### src/rtl/control_gnr_param_if.sv
// -----------------------------------------------------------------------------
// control_gnr_param_if
//
// Bundles every signal between the attractor-search controller and its
// surroundings: the two network simulation cores, the input range FIFO and
// the output result FIFO.
//
// Parameters:
//   NODES  network width in bits
//   CNT_W  width of the transient and period counters
//
// Signals (direction seen from the controller, modport master):
//   s0, s1          in   tortoise / hare core state
//   fifo_in_empty   in   input FIFO empty
//   fifo_in_data    in   range word {end, start}
//   end_data_in     in   no further input will arrive
//   fifo_in_re      out  input FIFO read pulse
//   fifo_out_full   in   output FIFO full
//   fifo_out_empty  in   output FIFO empty
//   fifo_out_we     out  output FIFO write pulse
//   fifo_out_data   out  record {timeout, state_net, transient, period}
//   reset_nos       out  load init_state into both cores
//   start_s0        out  advance the tortoise one step
//   start_s1        out  advance the hare
//   s1_single       out  hare mode: 0 = two steps, 1 = one step per cycle
//   init_state      out  current initial state
// The slave modport is the mirror image, used by the FIFOs/cores side.
// -----------------------------------------------------------------------------
interface control_gnr_param_if #(
  parameter int NODES = 188,
  parameter int CNT_W = 29
);
  localparam int REC_W = NODES + 2 * CNT_W + 1;

  logic [NODES-1:0]   s0;
  logic [NODES-1:0]   s1;
  logic               fifo_in_empty;
  logic [2*NODES-1:0] fifo_in_data;
  logic               end_data_in;
  logic               fifo_in_re;
  logic               fifo_out_full;
  logic               fifo_out_empty;
  logic               fifo_out_we;
  logic [REC_W-1:0]   fifo_out_data;
  logic               reset_nos;
  logic               start_s0;
  logic               start_s1;
  logic               s1_single;
  logic [NODES-1:0]   init_state;

  modport master (
    input  s0, s1, fifo_in_empty, fifo_in_data, end_data_in,
           fifo_out_full, fifo_out_empty,
    output fifo_in_re, fifo_out_we, fifo_out_data, reset_nos,
           start_s0, start_s1, s1_single, init_state
  );

  modport slave (
    output s0, s1, fifo_in_empty, fifo_in_data, end_data_in,
           fifo_out_full, fifo_out_empty,
    input  fifo_in_re, fifo_out_we, fifo_out_data, reset_nos,
           start_s0, start_s1, s1_single, init_state
  );
endinterface

### src/rtl/control_gnr_param.sv
// -----------------------------------------------------------------------------
// control_gnr_param
//
// Attractor-search controller for the Boolean gene-regulatory-network
// accelerator. For every initial state in each {end, start} range word read
// from the input FIFO it runs Floyd cycle detection on a tortoise core (s0,
// one step per cycle) and a hare core (s1, two steps per cycle), then measures
// the attractor period by single-stepping the hare around the cycle, and
// writes one record {timeout, state_net, transient, period} to the output FIFO.
//
// Parameters:
//   ID         instance index (simulation identification only)
//   NODES      network width in bits
//   CNT_W      width of the transient and period counters
//   MAX_STEPS  step limit, used only with the timeout compiled in
//
// Build option:
//   CONTROL_GNR_PARAM_TIMEOUT_EN  when defined, FIND or PERIOD reaching
//   MAX_STEPS aborts the search and emits a record with timeout=1. When
//   undefined there is no limit, counters wrap and the timeout bit is 0.
//
// Ports:
//   clk    clock
//   rst    asynchronous active-high reset
//   start  enable; low freezes all state and masks the three pulse outputs
//   bus    controller side (master) of control_gnr_param_if
//   done   sticky completion flag: input ended and output drained
// -----------------------------------------------------------------------------
module control_gnr_param #(
  parameter int          ID        = 0,
  parameter int          NODES     = 188,
  parameter int          CNT_W     = 29,
  parameter int unsigned MAX_STEPS = (2 ** CNT_W) - 1
) (
  input  logic                clk,
  input  logic                rst,
  input  logic                start,
  control_gnr_param_if.master bus,
  output logic                done
);

  localparam int REC_W = NODES + 2 * CNT_W + 1;

  localparam logic [2:0] ST_IDLE      = 3'd0;
  localparam logic [2:0] ST_GET_STATE = 3'd1;
  localparam logic [2:0] ST_RESET_NOS = 3'd2;
  localparam logic [2:0] ST_START_NOS = 3'd3;
  localparam logic [2:0] ST_FIND      = 3'd4;
  localparam logic [2:0] ST_PERIOD    = 3'd5;
  localparam logic [2:0] ST_EMIT      = 3'd6;
  localparam logic [2:0] ST_DONE      = 3'd7;

  // Parameter sanity guard; the block is empty for any legal configuration.
  if (ID < 0 || MAX_STEPS == 0) begin : g_param_guard
  end

  logic [2:0]       state;
  // First-cycle marker shared by GET_STATE, FIND and PERIOD: 0 on the first
  // cycle in the state, 1 afterwards.
  logic             phase;
  logic             fifo_in_re_q;
  logic             fifo_out_we_q;
  logic             reset_nos_q;
  logic             start_s0_q;
  logic             start_s1_q;
  logic             s1_single_q;
  logic [NODES-1:0] init_state_q;
  logic [NODES-1:0] end_reg;
  logic [NODES-1:0] state_net;
  logic [CNT_W-1:0] transient;
  logic [CNT_W-1:0] period;
  logic             timeout_q;
  logic [REC_W-1:0] out_data_q;
  logic             drain_seen;
  logic             done_q;

  logic find_hit;
  logic period_hit;
  logic step_abort;
  logic core_stop;

  // On the first cycle of FIND both cores still hold init_state, so the
  // comparison is only meaningful from the second cycle on.
  assign find_hit   = (state == ST_FIND)   && phase && (bus.s0 == bus.s1);
  assign period_hit = (state == ST_PERIOD) && phase && (bus.s1 == state_net);

`ifdef CONTROL_GNR_PARAM_TIMEOUT_EN
  localparam logic [CNT_W-1:0] STEP_LIMIT = CNT_W'(MAX_STEPS);

  // A genuine match on the same cycle wins over the limit.
  assign step_abort = ((state == ST_FIND)   && !find_hit   && (transient == STEP_LIMIT)) ||
                      ((state == ST_PERIOD) && !period_hit && (period    == STEP_LIMIT));
`else
  assign step_abort = 1'b0;
`endif

  // The step enables are registered, so on a detection cycle they would
  // still be high and the cores would take one more step at the same edge.
  // Masking them combinationally freezes the cores exactly on the matching
  // state, which keeps the hare on state_net when PERIOD begins and makes a
  // self-loop measure as period 1.
  assign core_stop = find_hit | period_hit | step_abort;

  assign bus.start_s0      = start_s0_q & ~core_stop;
  assign bus.start_s1      = start_s1_q & ~core_stop;
  assign bus.s1_single     = s1_single_q;
  assign bus.init_state    = init_state_q;
  assign bus.fifo_out_data = out_data_q;
  // A pulse register frozen high while start is low must not repeat the
  // FIFO access or the core load, so these three are masked by start.
  assign bus.fifo_in_re    = fifo_in_re_q  & start;
  assign bus.fifo_out_we   = fifo_out_we_q & start;
  assign bus.reset_nos     = reset_nos_q   & start;
  assign done              = done_q;

  // NOTE: every register here uses non-blocking assignments, so all reads in
  // a cycle see the pre-edge values regardless of statement order; a later
  // assignment to the same register in the same branch overrides an earlier
  // default.
  always_ff @(posedge clk or posedge rst) begin
    if (rst) begin
      state         <= ST_IDLE;
      phase         <= 1'b0;
      fifo_in_re_q  <= 1'b0;
      fifo_out_we_q <= 1'b0;
      reset_nos_q   <= 1'b0;
      start_s0_q    <= 1'b0;
      start_s1_q    <= 1'b0;
      s1_single_q   <= 1'b0;
      init_state_q  <= '0;
      end_reg       <= '0;
      state_net     <= '0;
      transient     <= '0;
      period        <= '0;
      timeout_q     <= 1'b0;
      out_data_q    <= '0;
      drain_seen    <= 1'b0;
      done_q        <= 1'b0;
    end else if (start) begin
      // Pulse outputs default low; states below raise them for one cycle.
      fifo_in_re_q  <= 1'b0;
      fifo_out_we_q <= 1'b0;
      reset_nos_q   <= 1'b0;

      case (state)
        ST_IDLE: begin
          if (!bus.fifo_in_empty) begin
            fifo_in_re_q <= 1'b1;
            phase        <= 1'b0;
            state        <= ST_GET_STATE;
          end else if (bus.end_data_in) begin
            drain_seen <= 1'b0;
            state      <= ST_DONE;
          end
        end

        ST_GET_STATE: begin
          // The FIFO presents the word one cycle after the read pulse.
          if (!phase) begin
            phase <= 1'b1;
          end else begin
            init_state_q <= bus.fifo_in_data[NODES-1:0];
            end_reg      <= bus.fifo_in_data[2*NODES-1:NODES];
            state        <= ST_RESET_NOS;
          end
        end

        ST_RESET_NOS: begin
          reset_nos_q <= 1'b1;
          transient   <= '0;
          period      <= '0;
          timeout_q   <= 1'b0;
          state       <= ST_START_NOS;
        end

        ST_START_NOS: begin
          start_s0_q  <= 1'b1;
          start_s1_q  <= 1'b1;
          s1_single_q <= 1'b0;
          phase       <= 1'b0;
          state       <= ST_FIND;
        end

        ST_FIND: begin
          phase <= 1'b1;
          if (find_hit) begin
            state_net <= bus.s0;
            // The tortoise never left the cycle: no transient at all.
            if (bus.s0 == init_state_q) begin
              transient <= '0;
            end
            // Tortoise parks; the hare keeps running, now one step per cycle.
            start_s0_q  <= 1'b0;
            start_s1_q  <= 1'b1;
            s1_single_q <= 1'b1;
            phase       <= 1'b0;
            state       <= ST_PERIOD;
          end else if (step_abort) begin
            state_net  <= bus.s0;
            timeout_q  <= 1'b1;
            start_s0_q <= 1'b0;
            start_s1_q <= 1'b0;
            state      <= ST_EMIT;
          end else begin
            transient <= transient + 1'b1;
          end
        end

        ST_PERIOD: begin
          phase <= 1'b1;
          if (period_hit) begin
            start_s1_q <= 1'b0;
            state      <= ST_EMIT;
          end else if (step_abort) begin
            state_net  <= bus.s0;
            timeout_q  <= 1'b1;
            start_s1_q <= 1'b0;
            state      <= ST_EMIT;
          end else begin
            period <= period + 1'b1;
          end
        end

        ST_EMIT: begin
          if (!bus.fifo_out_full) begin
            fifo_out_we_q <= 1'b1;
            out_data_q    <= {timeout_q, state_net, transient, period};
            // Strict less-than: a reversed range yields one record, and an
            // all-ones end stops without wrapping init_state.
            if (init_state_q < end_reg) begin
              init_state_q <= init_state_q + 1'b1;
              state        <= ST_RESET_NOS;
            end else begin
              drain_seen <= 1'b0;
              state      <= ST_DONE;
            end
          end
        end

        ST_DONE: begin
          if (!bus.fifo_in_empty) begin
            fifo_in_re_q <= 1'b1;
            phase        <= 1'b0;
            drain_seen   <= 1'b0;
            state        <= ST_GET_STATE;
          end else if (bus.end_data_in && bus.fifo_out_empty) begin
            // Drain condition must hold on two consecutive cycles.
            if (drain_seen) begin
              done_q <= 1'b1;
            end
            drain_seen <= 1'b1;
          end else begin
            drain_seen <= 1'b0;
          end
        end

        default: begin
          state <= ST_IDLE;
        end
      endcase
    end
  end

endmodule
### src/flat_wrapper.sv
// flat-port wrapper written by rule: the top's interface ports become plain ports
module control_gnr_param_flat 
#(
  parameter int          ID        = 0,
  parameter int          NODES     = 188,
  parameter int          CNT_W     = 29,
  parameter int unsigned MAX_STEPS = (2 ** CNT_W) - 1
)
  (clk, rst, start, done, bus_s0, bus_s1, bus_fifo_in_empty, bus_fifo_in_data, bus_end_data_in, bus_fifo_out_full, bus_fifo_out_empty, bus_fifo_in_re, bus_fifo_out_we, bus_fifo_out_data, bus_reset_nos, bus_start_s0, bus_start_s1, bus_s1_single, bus_init_state);
  control_gnr_param_if #(.NODES(NODES), .CNT_W(CNT_W)) bus_i ();
  input  logic clk;
  input  logic rst;
  input  logic start;
  output logic done;
  input wire logic [$bits(bus_i.s0)-1:0] bus_s0;
  input wire logic [$bits(bus_i.s1)-1:0] bus_s1;
  input wire logic [$bits(bus_i.fifo_in_empty)-1:0] bus_fifo_in_empty;
  input wire logic [$bits(bus_i.fifo_in_data)-1:0] bus_fifo_in_data;
  input wire logic [$bits(bus_i.end_data_in)-1:0] bus_end_data_in;
  input wire logic [$bits(bus_i.fifo_out_full)-1:0] bus_fifo_out_full;
  input wire logic [$bits(bus_i.fifo_out_empty)-1:0] bus_fifo_out_empty;
  output wire logic [$bits(bus_i.fifo_in_re)-1:0] bus_fifo_in_re;
  output wire logic [$bits(bus_i.fifo_out_we)-1:0] bus_fifo_out_we;
  output wire logic [$bits(bus_i.fifo_out_data)-1:0] bus_fifo_out_data;
  output wire logic [$bits(bus_i.reset_nos)-1:0] bus_reset_nos;
  output wire logic [$bits(bus_i.start_s0)-1:0] bus_start_s0;
  output wire logic [$bits(bus_i.start_s1)-1:0] bus_start_s1;
  output wire logic [$bits(bus_i.s1_single)-1:0] bus_s1_single;
  output wire logic [$bits(bus_i.init_state)-1:0] bus_init_state;
  assign bus_i.s0 = bus_s0;
  assign bus_i.s1 = bus_s1;
  assign bus_i.fifo_in_empty = bus_fifo_in_empty;
  assign bus_i.fifo_in_data = bus_fifo_in_data;
  assign bus_i.end_data_in = bus_end_data_in;
  assign bus_i.fifo_out_full = bus_fifo_out_full;
  assign bus_i.fifo_out_empty = bus_fifo_out_empty;
  assign bus_fifo_in_re = bus_i.fifo_in_re;
  assign bus_fifo_out_we = bus_i.fifo_out_we;
  assign bus_fifo_out_data = bus_i.fifo_out_data;
  assign bus_reset_nos = bus_i.reset_nos;
  assign bus_start_s0 = bus_i.start_s0;
  assign bus_start_s1 = bus_i.start_s1;
  assign bus_s1_single = bus_i.s1_single;
  assign bus_init_state = bus_i.init_state;
  control_gnr_param #(.ID(ID), .NODES(NODES), .CNT_W(CNT_W), .MAX_STEPS(MAX_STEPS)) u_core (.clk(clk), .rst(rst), .start(start), .bus(bus_i), .done(done));
endmodule
### config.mk
export PLATFORM = sky130hd
export DESIGN_NAME = control_gnr_param_flat
export DESIGN_NICKNAME = d
export VERILOG_FILES = /design/src/rtl/control_gnr_param_if.sv /design/src/rtl/control_gnr_param.sv /design/src/flat_wrapper.sv
export SDC_FILE = /design/constraint.sdc
export NUM_CORES = 2
export LEC_CHECK = 0
export ABC_AREA = 1
export CAP_MARGIN = 10
export CORE_AREA = 2 2 469 471
export DETAILED_ROUTE_END_ITERATION = 12
export DIE_AREA = 0 0 471 473
export GPL_TIMING_DRIVEN = 0
export MAX_ROUTING_LAYER = met4
export SLEW_MARGIN = 20
export SYNTH_ARGS = -nofsm -noshare
export SYNTH_HDL_FRONTEND = slang
export SYNTH_SLANG_ARGS = --single-unit
### constraint.sdc
create_clock -name clk -period 40.5 [get_ports clk]
set_input_delay 10.125 -clock clk [delete_from_list [all_inputs] [get_ports clk]]
set_output_delay 10.125 -clock clk [all_outputs]
set_load 0.005 [all_outputs]
# [After elaboration in Yosys (flattened, before gate mapping)]
# Cells that the tools add are included.
[totals] regBits=880 inputBits=759 out_inout_bits=442 word_cells=117
[op_classes] n_addsub=3 order_cmp=1 eq_ne=23 n_mux=39 bitwise=8 n_reduce_logical=27
[ops] cell="188-bit == test" count=3
[ops] cell="188-bit two-way mux" count=3
[ops] cell="188-bit case mux with 2 select lines" count=1
[ops] cell="188-bit by 1-bit adder with 188-bit output (second input constant)" count=1
[ops] cell="188-bit < comparator" count=1
[ops] cell="29-bit case mux with 2 select lines" count=2
[ops] cell="29-bit two-way mux" count=3
[ops] cell="29-bit by 1-bit adder with 29-bit output (second input constant)" count=2
[ops] cell="3-bit two-way mux" count=8
[ops] cell="3-bit case mux with 8 select lines" count=1
[ops] cell="3-bit AND reduction" count=7
[ops] cell="1-bit two-way mux" count=16
[ops] cell="2-bit != test (second input constant)" count=7
[ops] cell="3-bit == test (second input constant)" count=4
[ops] cell="5-bit AND reduction" count=2
[ops] cell="2-bit by 1-bit != test with 1-bit output (second input constant)" count=4
[ops] cell="2-bit nonzero test" count=4
[ops] cell="7-bit AND reduction" count=1
[ops] cell="3-bit by 2-bit == test with 1-bit output (second input constant)" count=2
[ops] cell="3-bit != test (second input constant)" count=2
[ops] cell="1-bit case mux with 3 select lines" count=2
[ops] cell="6-bit AND reduction" count=1
[ops] cell="3-bit nonzero test" count=2
[ops] cell="1-bit bitwise AND" count=5
[ops] cell="10 further kinds" count=17

# [Logic depth before layout (Yosys ltp)]
[logic_depth] depth_word=6 mapped_depth=22 ltp_nobuf=20

# [Least setup slack after synthesis]
# No wires, ideal clock.
[synth_timing] kind="input to output" from="input start" to="output bus_fifo_in_re" arrival_time_ns=11.134 t_required_ns=30.375 slack_ns=19.241 path_stages=5 cell_sequence="clkbuf_1 > clkbuf_1 > buf_1 > nand2_1 > inv_1"
[synth_between] elab_chain_len=1
[synth_rtl] item="from (decl)" line="flat_wrapper.sv:13" source="input logic start;"
[synth_rtl] item="1-bit bitwise AND" line="control_gnr_param.sv:111" source="assign bus.fifo_in_re = fifo_in_re_q & start;"
[synth_rtl] item="to (decl)" line="flat_wrapper.sv:22" source="output wire logic [$bits(bus_i.fifo_in_re)-1:0] bus_fifo_in_re;"
# Every way passes these cells.

# [Worst setup path after layout]
[layout_timing] from="input bus_s0[8]" to="output bus_start_s1"
[layout_between] elab_chain_len=5
[layout_rtl] item="from (decl)" line="flat_wrapper.sv:15" source="input wire logic [$bits(bus_i.s0)-1:0] bus_s0;"
[layout_rtl] item="188-bit == test" line="control_gnr_param.sv:84" source="assign find_hit = (state == ST_FIND) && phase && (bus.s0 == bus.s1);"
[layout_rtl] item="1-bit logical AND" line="control_gnr_param.sv:84"
[layout_rtl] item="1-bit bitwise OR" line="control_gnr_param.sv:102" source="assign core_stop = find_hit | period_hit | step_abort;"
[layout_rtl] item="1-bit NOT" line="control_gnr_param.sv:105" source="assign bus.start_s1 = start_s1_q & ~core_stop;"
[layout_rtl] item="1-bit bitwise AND" line="control_gnr_param.sv:105"
[layout_rtl] item="to (decl)" line="flat_wrapper.sv:27" source="output wire logic [$bits(bus_i.start_s1)-1:0] bus_start_s1;"
# Every way passes these cells.

==> results.md <==
* Status: finished clean
* Reg2Reg Depth at 11
* Total track usage at 38.8%
* Setup TNS at 0 ps
* Slew @ Worst Pin at 1220 ps
* Hold WC Path Type: flip-flop to flip-flop
* P&R area growth vs syn at 35.0%
* Switching power at 1.86 mW
* CP endpoint kind: output pin
* Power Density at 53.1 nW/um^2
* Startpoint types: input port
* Combinational family with the most area after synthesis: simple AND/OR/NAND/NOR gates
* Pre-CTS setup slack at 16,580 ps
* Synth Area in Adders at 4.28%
* Root buffer cell: clkbuf_16
* Largest net degree at the start of global routing at 103
* Antenna violations before repair at 187
* Slowest stage cell, crit path: xnor2_1
* RSZ-0062 raised after global routing: false
* Inst Count DP at 12,100
* CP peak stage delay at 940 ps
* Via/cell ratio at 5.12
* Fin crit share at 59.2%
* Multi-input gate area at 30,800 sq um
* Die width at 471 um
* Post-route minimum period at 23,980 ps
* Commonest register cell after synthesis: dfrtp_1
* Share of layout cells above drive strength 1 at 5.05%
* Switching fraction of total power at 45.2%
* #FFs+latches synth at 880
* Int Power at 2.25 mW
* Top area cells in the synthesized netlist: dfrtp_1, nand2_1, nor2_1
* GRT overflow at 0
* Hold_ws at 481 ps
* Slew HR at 18.2%
* Syn Inst Count at 7,972
* H-tree depth at 3
* Fillers at 23,500
* Combinational share of power at 37.9%
* Post-CTS sizing at 0
* PortBufs at 1,198
* Vias in the first global route at 61,000
* Most frequent cells in the layout: nand2_1, clkdlybuf4s50_1, nor2_1
* I/O Pins at 1,201
* CP required at 30,380 ps
* Detail Placement HPWL at 379,000 um
* Drt total wl at 433,000 um
* Core Util, Final at 35.4%
* Final Total Pwr at 4.11 mW
* Hold EP: u_core.bus.fifo_out_data[53]$_DFFE_PP0P_
* CP Max Fanout at 4
* Die area at 223,000 sq um
* Worst EP arrival at 13,860 ps
* Skew final at 85.4 ps
* Dpl cell area at 73,200 sq um
* Synth Area in Compound Gates at 7.71%
* Crit path kind: input port to output pin
* Synth area leader: dfrtp_1
* Post-synthesis simple-gate area fraction at 29.4%
* Final setup violating endpoints at 0
* Commonest non-fill, non-tap cell in the layout: nand2_1
* Max Buffers Root-to-Sink at 3
* Mux contribution to synthesized area at 4.81%
* TritonRoute pass-1 iters at 6
* Min-delay src: u_core.bus.fifo_out_data[53]$_DFFE_PP0P_
* Maxcap violations at 0
* LEAKAGE at 35.2 nW
* Clock network power share at 25.6%
* Cell variety after synth at 52
* Reg-to-reg critical path endpoint: u_core.bus.fifo_out_data[82]$_DFFE_PP0P_
* TritonCTS clock tree: done
* DIE HEIGHT at 473 um
* Final std cells w/o fill at 12,400
* Setup ws final at 16,520 ps
* Postcts setup bufs at 0
* Hold depth at 2
* FFs w/ async S/R, synth at 100%
* Worst R2R Start: u_core.state[0]$_DFFE_PP0P_
* Drc violations at 0
* Placer's final routability congestion estimate at 1.08
* Initial core utilization at 26.2%
* Mapped Area at 57,300 sq um
* Number of flops mapped to enable cells by yosys at 0
* WL per Instance at 34.9 um
* Site Rows at 172
* Core ar. at 218,000 sq um
* Share of the synthesized area in the top cell type at 38.5%
* XOR/XNOR Fraction of Synth Area at 7.55%
* Syn Nets at 8,927
* Clock Pin Slew Worst Setup and Hold Paths at 60 ps
* Fmax at 0.0417 GHz
* Seq pwr share at 36.5%
* Crit-path cells: clkdlybuf4s50_1, xnor2_1, nand2_1, nor2_1, nand2_1, nor2_1, nand2_1, nor2_1, nand3_1, nand2_1, nor2_1, clkdlybuf4s50_1
* Skew-Pair Late Insertion Delay at 830 ps
* Syn Area/Cell at 7.18 sq um
* CTS Buf Count at 110
* VDD IR-drop max at 0.0368 mV
* Final net count at 10,200
* Hold Vio Cnt, Final at 0
* # hold bufs at CTS at 0
* Initial DRC count at 6,871
* Register area at 22,000 sq um
* Vias at 63,500
* First-pass GRT wire length at 562,000 um
* Post-DRT Antenna Nets at 0
* Reg-to-reg slack, setup at 35,830 ps
* Design area at 77,300 sq um
* Num Clock Sinks at 880
* Fin. max-slew vios at 0
* Largest register FFs at 246
* Sequential-to-total area share from yosys stat at 38.5%
* Yosys warning total at 0
metal layers:
layer | vias to the layer above | track usage [%] | part of all wire (%)
met5 | - | - | 0
met4 | 0 | 21.4 | 6.4
met1 | 31300 | 48.8 | 42
met3 | 649 | 7.90 | 7.8
li1 | 28200 | - | -
met2 | 3308 | 58.1 | 44
worst max-delay path: cells and delay by family:
family,cells,cell delay (ps)
XOR/XNOR,1,940
buffers and inverters,2,1160
AND/OR/NAND/NOR,9,1610
area by class of cell:
type                       count  share of cell area (%)
inverter                     909                    4.42
tap                         2871                    4.65
sequential                   880                    28.5
multi-input combinational   5954                    39.8
buffer                       229                    1.37
timing repair buffer        1209                    15.9
antenna                      148                   0.479
clock buffer                 145                    3.99
clock inverter                59                   0.887
cells in the mapped netlist, drive strengths merged (3+ instances only):
library cell  instances
o21a                  5
nand3b               10
nor4                 16
a22oi                 3
nor3                153
a21oi               283
or2                  13
mux2                115
nand3               257
nand2              2405
ha                  196
dfrtp               880
clkbuf              125
a211oi                3
inv                 908
nor3b                10
xor2                233
nand4               196
a21o                 12
o22ai                14
buf                 104
o31ai                17
nor2               1075
mux2i               146
o21ai               511
xnor2               260
and2                  8
worst max-delay path by stage:
| stage | slack, ps | startpoint | cells past startpoint | endpoint |
|---|---|---|---|---|
| floorplan | 5640 | rst | 1 | u_core.bus.fifo_out_data[0]$_DFFE_PP0P_ |
| global placement | -7140 | rst | 2 | u_core.end_reg[133]$_DFFE_PP0P_ |
| detailed placement | 16580 | bus_s0[102] | 14 | bus_start_s1 |
| CTS | 16580 | bus_s0[102] | 14 | bus_start_s1 |
| global route | 16570 | bus_s0[92] | 13 | bus_start_s1 |
| finish | 16520 | bus_s0[8] | 12 | bus_start_s1 |
cell families (layout without fill, tap and decap cells):
group	Yosys count	after routing
and+or+nand+nor	4148	4148
buffers and inverters	1138	2551
DFF	880	880
AOI/OAI and AO/OA	855	855
xor gates and xnor gates	493	493
muxes	261	261
adders and majority gates	196	196
other	1	149
power groups by stage:
stage / Sequential, mW / Combinational, mW / Clock, mW
4_1_cts: 1.48 / 1.53 / 1.06
2_1_floorplan: 1.24 / 0.794 / 0
3_5_place_dp: 1.50 / 1.52 / 0
6_report: 1.50 / 1.56 / 1.05
3_3_place_gp: 1.50 / 1.49 / 0
5_1_grt: 1.50 / 1.69 / 1.09
No activity file was read; power rests on OpenSTA's default activity.
